==> src/rtl/pwm_ramp.sv <==
// pwm_ramp: slew-limited duty setpoint generator feeding the PWM val/set_val load port.
// Latency: a tick in cycle N updates val at the end of N; set_val pulses during N+2.
// Backpressure: target_ready is low during LOAD/STROBE and in reset; held targets wait.
// Optional feature: define PWM_RAMP_CLAMP_EN to clamp accepted targets to MAX_VAL.
module pwm_ramp #(
  parameter int unsigned STEP     = 64,
  parameter int unsigned TICK_DIV = 65536,
  parameter int unsigned MAX_VAL  = 65535
) (
  input  logic        clk,
  input  logic        rst,
  input  logic [15:0] target,
  input  logic        target_valid,
  output logic        target_ready,
  output logic [15:0] val,
  output logic        set_val,
  output logic        busy
);

  localparam int CW = $clog2(TICK_DIV);
  localparam logic [CW-1:0] CNT_LAST = CW'(TICK_DIV - 1);
  localparam logic [16:0]   STEP17   = 17'(STEP);
  localparam logic [15:0]   MAX16    = 16'(MAX_VAL);

`ifdef PWM_RAMP_CLAMP_EN
  localparam bit CLAMP_EN = 1'b1;
`else
  localparam bit CLAMP_EN = 1'b0;
`endif

  typedef enum logic [1:0] {
    IDLE   = 2'd0,
    RAMP   = 2'd1,
    LOAD   = 2'd2,
    STROBE = 2'd3
  } state_t;

  state_t        state, state_n;
  logic [CW-1:0] cnt;
  logic          tick;
  logic [15:0]   tgt, tgt_n, val_n, tgt_in, step_val;
  logic [16:0]   val17, tgt17, up_sum, dn_diff;
  logic          accept;

  assign tick         = (cnt == CNT_LAST);
  assign busy         = (state != IDLE);
  assign target_ready = !rst && ((state == IDLE) || (state == RAMP));
  assign accept       = target_valid && target_ready;

  // Free-running update tick divider.
  always_ff @(posedge clk or posedge rst) begin
    if (rst) begin
      cnt <= '0;
    end else if (tick) begin
      cnt <= '0;
    end else begin
      cnt <= cnt + CW'(1);
    end
  end

  // Incoming target, optionally clamped to the ceiling before it is stored.
  always_comb begin
    tgt_in = target;
    if (CLAMP_EN && (target > MAX16)) begin
      tgt_in = MAX16;
    end
  end

  // One slew step toward tgt in 17-bit space; saturates on tgt so val never overshoots.
  always_comb begin
    val17    = {1'b0, val};
    tgt17    = {1'b0, tgt};
    up_sum   = val17 + STEP17;
    dn_diff  = val17 - STEP17;
    step_val = val;
    if (tgt17 > val17) begin
      step_val = (up_sum >= tgt17) ? tgt : up_sum[15:0];
    end else if (tgt17 < val17) begin
      step_val = ((val17 < STEP17) || (dn_diff <= tgt17)) ? tgt : dn_diff[15:0];
    end
  end

  // Next-state, target and value update; a tick uses the tgt held before the edge.
  always_comb begin
    state_n = state;
    tgt_n   = tgt;
    val_n   = val;
    case (state)
      IDLE: begin
        if (accept) begin
          tgt_n = tgt_in;
          if (tgt_in != val) begin
            state_n = RAMP;
          end
        end
      end
      RAMP: begin
        if (accept) begin
          tgt_n = tgt_in;
        end
        if (tick) begin
          if (val == tgt) begin
            // A different target arriving on this very tick keeps the ramp alive.
            state_n = (accept && (tgt_in != val)) ? RAMP : IDLE;
          end else begin
            val_n   = step_val;
            state_n = LOAD;
          end
        end
      end
      LOAD: begin
        state_n = STROBE;
      end
      STROBE: begin
        state_n = (val == tgt) ? IDLE : RAMP;
      end
      default: begin
        state_n = LOAD;
      end
    endcase
  end

  // State and output registers; reset parks in LOAD so a strobe of 0 follows release.
  always_ff @(posedge clk or posedge rst) begin
    if (rst) begin
      state   <= LOAD;
      tgt     <= '0;
      val     <= '0;
      set_val <= 1'b0;
    end else begin
      state   <= state_n;
      tgt     <= tgt_n;
      val     <= val_n;
      set_val <= (state_n == STROBE);
    end
  end

endmodule

==> config.mk <==
export PLATFORM = sky130hd
export DESIGN_NAME = pwm_ramp
export DESIGN_NICKNAME = d
export VERILOG_FILES = /design/src/rtl/pwm_ramp.sv
export SDC_FILE = /design/constraint.sdc
export NUM_CORES = 1
export LEC_CHECK = 0
export CAP_MARGIN = 20
export CORE_AREA = 10 10 104 106
export CTS_BUF_LIST = sky130_fd_sc_hd__clkbuf_8
export DETAILED_ROUTE_END_ITERATION = 6
export DIE_AREA = 0 0 114 116
export MAX_ROUTING_LAYER = met4
export PLACE_DENSITY_LB_ADDON = 0.25
export SLEW_MARGIN = 10
export SYNTH_ARGS = -nofsm -noshare
export SYNTH_HDL_FRONTEND = slang
export SYNTH_SLANG_ARGS = --single-unit
==> constraint.sdc <==
create_clock -name clk -period 4.9 [get_ports clk]
set_input_delay 0.98 -clock clk [delete_from_list [all_inputs] [get_ports clk]]
set_output_delay 0.98 -clock clk [all_outputs]
set_load 0.01 [all_outputs]
Word level (Yosys, flattened, before mapping):

Cells that the tools add are included.

* register bits after elaboration: 51
* input bits: 19
* output and inout bits: 19
* logic and storage cells: 45

* $add $sub $neg: 3
* $lt $le $gt $ge: 5
* eq/ne operators: 7
* mux-type cells: 12
* bitwise operators: 1
* reductions and logical operators: 12

Operators by type and width (number)
* 2-to-1 mux 16 bit: 5
* adder 16 x 7 -> 17 bit, second input constant: 1
* >= comparator 17 x 16 -> 1 bit: 1
* <= comparator 17 x 16 -> 1 bit: 1
* subtractor 16 x 7 -> 17 bit, second input constant: 1
* adder 16 x 1 -> 16 bit, second input constant: 1
* == test 16 bit: 1
* == test 16 bit, second input constant: 1
* greater-than comparator 16 bit: 1
* less-than comparator 16 bit: 1
* less-than comparator 16 x 7 -> 1 bit, second input constant: 1
* inequality test 16 bit: 1
* 2-to-1 mux 2 bit: 4
* one-hot mux 2 bit (4 select lines): 1
* == test 2 bit, second input constant: 3
* AND reduction 4 bit: 1
* nonzero test 2 bit: 2
* logical AND 1 bit: 3
* == test 2 x 1 -> 1 bit, second input constant: 1
* logical NOT 2 bit: 1
* logical OR 1 bit: 2
* 2-to-1 mux 1 bit: 2
* AND reduction 2 bit: 1
* OR reduction 2 bit: 1
* 2 further kinds: 2

Depth between registers and ports, before layout:

* word-level depth: 10
* depth in mapped cells: 16
* gate-level depth less buffers: 13

Least setup slack after synthesis:

OpenSTA, ideal clock, no wires.

* path kind: register to register
* start point: register val[10]
* end point: register val[1]
* library setup time: 123 ps
* arrival: 3633 ps
* required time: 4777 ps
* slack: 1144 ps
* cell stages (with the launch flop): 17
* buffers on the path: 3
* period minus slack after synthesis: 3756 ps
* cells stage by stage: dfrtp_1 buf_2 and4_1 and4_1 and3_1 xnor2_1 inv_1 ha_1 nand3_1 or3_1 o22ai_1 a211oi_2 and2_4 buf_6 or4b_4 buf_6 mux2i_1

* longest elaborated chain between the ends: 6
* elaborated cells on any way between the ends: 16
* those cells by class: add/sub (2); order compare (5); eq/ne (1); mux (4); bitwise (1); reduce/logical (3)

RTL lines
* start: declaration: line 15 `output logic [15:0] val,`
* start signal: assignment: line 133 `val <= val_n;`
* subtractor 16 x 7 -> 17 bit: line 74 `dn_diff = val17 - STEP17;`
* <= comparator 17 x 16 -> 1 bit: line 79 `step_val = ((val17 < STEP17) || (dn_diff <= tgt17)) ? tgt : dn_diff[15:0];`
* logical OR 1 bit: line 79
* 2-to-1 mux 16 bit: line 79
* 2-to-1 mux 16 bit: line 78 `end else if (tgt17 < val17) begin`
* 2-to-1 mux 16 bit: line 76 `if (tgt17 > val17) begin`

Several ways; a longest one is shown, not always the timed one. The select of a mux whose other input is x is not followed.
A chain may end at the register's enable or synchronous reset.

Worst setup path in the final report:

* start point: register val[8]
* end point: register val[2]

The elaborated chain is that of the path after synthesis.

==> flow_summary_export.csv <==
group,metric,value,unit
sta,hold_violations,0,
cts,cts.clk_slew.worst_paths,100,ps
cells_and_area,seqCellArea,0.00128,mm^2
route,drc,0,
status,status,"finished clean",
global_route,grt_antenna_before_repair,0,
place,io_buffers,37,
global_route,overflow,0,
route,vias,3315,
power_and_ir_drop,p_int,679,uW
power_and_ir_drop,p_leak,0.00204,uW
sta,tightest_slew,981,ps
power_and_ir_drop,seq_power_share,0.457,
global_route,grt_pass1_wl,17.3,mm
power_and_ir_drop,power_frac_comb,0.230,
cts,cts-root-buf,"clkbuf_8",
cts,htreeDepth,2,
floorplanning,std_cell_rows,34,
cells_and_area,layout_common_cells,"dfrtp_1, ha_1, nand2_1, inv_1, clkdlybuf4s50_1",
cts,cts.sinks,51,
worst_setup_path,critical_path_required,5100,ps
synthesis,yosys.cell_types.count,52,
sta,grt_setup_unrepaired,"false",
cts,cts_tree,"done",
power_and_ir_drop,power_switching,309,uW
worst_setup_path,path_max_fanout,12,
cells_and_area,area_delta_synth_final,14.0,%
synthesis,netlist_instances,441,
floorplanning,io_pins,38,
cells_and_area,fill_cells,867,
sta,finalClockSkew,7.19,ps
floorplanning,die_w,114,um
worst_setup_path,critPathCaptureType,"flip-flop",
cells_and_area,drive_above_1_share,0.0363,
cells_and_area,antenna_cells,0,
cells_and_area,final_area,0.00441,mm^2
global_route,grt_pass1_vias,3383,
cts,post-cts-setup-buffers,0,
synthesis,synthSimpleGateAreaFrac,0.197,
synthesis,synth_fp_nets,504,
synthesis,synth_top_family_by_area,"simple AND/OR/NAND/NOR gates",
sta,tns,0,ps
worst_setup_path,crit_type,"flip-flop to flip-flop",
synthesis,muxShareOfSynthArea,0.0207,
synthesis,netlist_area,0.00387,mm^2
cts,numCtsBuffers,5,
floorplanning,initial_core_util,0.446,
worst_setup_path,worst_ep_arrival_time,4310,ps
route,drt_iter0_markers,179,
place,gp_congestion,0.940,
route,viasPerCell,5.76,
synthesis,yosys_warnings,0,
sta,hold_slack,475,ps
global_route,grt_max_degree,52,
place,dp_slack,881,ps
synthesis,synth-adder-area-share,0.142,
sta,setup-violations-final,0,
power_and_ir_drop,powerDensity,224,mW/mm^2
synthesis,yosys_register_bits,51,
worst_setup_path,cp-start-kind,"flip-flop",
sta,finalCritPeriodShare,0.838,
route,ant_nets,0,
power_and_ir_drop,clkPwrFrac,0.313,
place,dp_hpwl,8.26,mm
sta,max-slew-margin-rel,0.346,
floorplanning,coreArea,0.00868,mm^2
sta,final_max_slew_viol_count,0,
route,drt-wirelength-per-cell,18.1,um
cts,clock_latency,310,ps
sta,fmax,243,MHz
power_and_ir_drop,vdd_drop_max,161,uV
cells_and_area,final_core_util,0.508,
floorplanning,dieArea,0.0132,mm^2
place,dpl_cell_area,0.00428,mm^2
flow_run,drv_cap,0,
synthesis,synth-edff-count,0,
route,drtPass1Iterations,5,
cells_and_area,finalNetCount,530,
power_and_ir_drop,swShare,0.313,
cts,ctsHoldBuffers,0,
cts,clock_path_buffers,2,
floorplanning,fp.dieH,116,um
cells_and_area,mostFrequentLayoutCell,"dfrtp_1",
sta,postLayoutSetupSlackWorst,792,ps
min_path,min_path_type,"flip-flop to flip-flop",
synthesis,synth_compound_area_frac,0.144,
sta,min_period,4110,ps
synthesis,synthFlopType,"dfrtp_1",
route,drt_wl_total,10.4,mm
synthesis,seq_area_frac_synth,0.330,
synthesis,avgSynthCellArea,8.77,um^2
synthesis,synthXorXnorAreaFrac,0.102,
cells_and_area,multi_input_area,0.00234,mm^2
cts,post_cts_resized,0,
synthesis,synth_async_sr_flop_share,1.00,
global_route,track_usage,0.166,
cell families (layout without fill, tap and decap cells):
logic type	after synthesis	count (layout)
xor+xnor	45	45
buf+inv	59	86
compound gates	87	87
mux	8	8
flops	51	51
fa+ha+maj	44	44
simple gates	147	147
power by group through the flow:
stage / Combinational (uW) / Sequential (uW) / Clock (uW)
floorplan: 159 / 455 / 0
global placement: 221 / 459 / 0
detailed placement: 221 / 460 / 0
CTS: 224 / 452 / 314
global route: 255 / 454 / 329
finish: 227 / 452 / 310
per-layer routing:
| layer | vias up | track usage | routed length, um |
|---|---|---|---|
| li1 | 1600 | - | - |
| met2 | 116 | 0.263 | 4910 |
| met1 | 1580 | 0.211 | 4600 |
| met4 | 0 | 0.0510 | 149 |
| met3 | 19 | 0.0284 | 754 |
| met5 | - | - | 0 |
critical path: stages, from the launching register on:
cell	delay, ps
dfrtp_1	620
and4_1	300
and4_1	290
and3_1	190
xnor2_1	140
inv_1	70
ha_1	290
nand3_1	100
or3_1	410
o22ai_1	370
a211oi_2	180
and2_4	270
or4b_4	610
mux2i_1	160
synth_stat cells (all sizes together), types with 5 or more instances:
cell / instances / area (um^2)
clkbuf: 12 / 45.0
ha: 44 / 551
nand3: 22 / 110
a21oi: 19 / 95.1
inv: 40 / 150
nor4: 8 / 65.1
and3: 7 / 43.8
o21ai: 31 / 155
nand4: 10 / 62.6
a211oi: 5 / 47.5
nor3: 13 / 70.1
mux2i: 8 / 80.1
nor2: 24 / 90.1
dfrtp: 50 / 1250
xnor2: 19 / 166
a31oi: 5 / 31.3
buf: 7 / 52.5
xor2: 26 / 228
nand2: 42 / 158
through the flow:
| stage | total power, uW | cells |
|---|---|---|
| floorplan | 613 | 441 |
| global placement | 681 | 567 |
| detailed placement | 681 | 567 |
| CTS | 990 | 575 |
| global route | 1040 | 576 |
| finish | 989 | 576 |
registers in the layout (all words and copies together) (netlist names):
name and count:
val 16, cnt 16, state 2, tgt 16, set_val 1
worst paths after layout:
check / to / slack, ps / cells after the start / startpoint
worst min-delay path: set_val$_DFF_PP0_ / 470 / 1 / state[0]$_DFF_PP0_
worst max register to register: val[2]$_DFFE_PP0P_ / 790 / 13 / val[8]$_DFFE_PP0P_
worst min register to register: set_val$_DFF_PP0_ / 470 / 1 / state[0]$_DFF_PP0_
min in group asynchronous: cnt[12]$_DFF_PP0_ / 1050 / 2 / rst
max in group asynchronous: state[1]$_DFF_PP1_ / 3240 / 3 / rst
worst max-delay path: val[2]$_DFFE_PP0P_ / 790 / 13 / val[8]$_DFFE_PP0P_
area by class of cell:
cell class | count | area share
clock buffers | 5 | 0.0156
clock inverters | 3 | 0.0105
inverters | 40 | 0.0340
multi-input cells | 331 | 0.531
flip-flops and latches | 51 | 0.290
well taps | 108 | 0.0306
repair buffers | 38 | 0.0885
(Power assumes the default switching activity.)
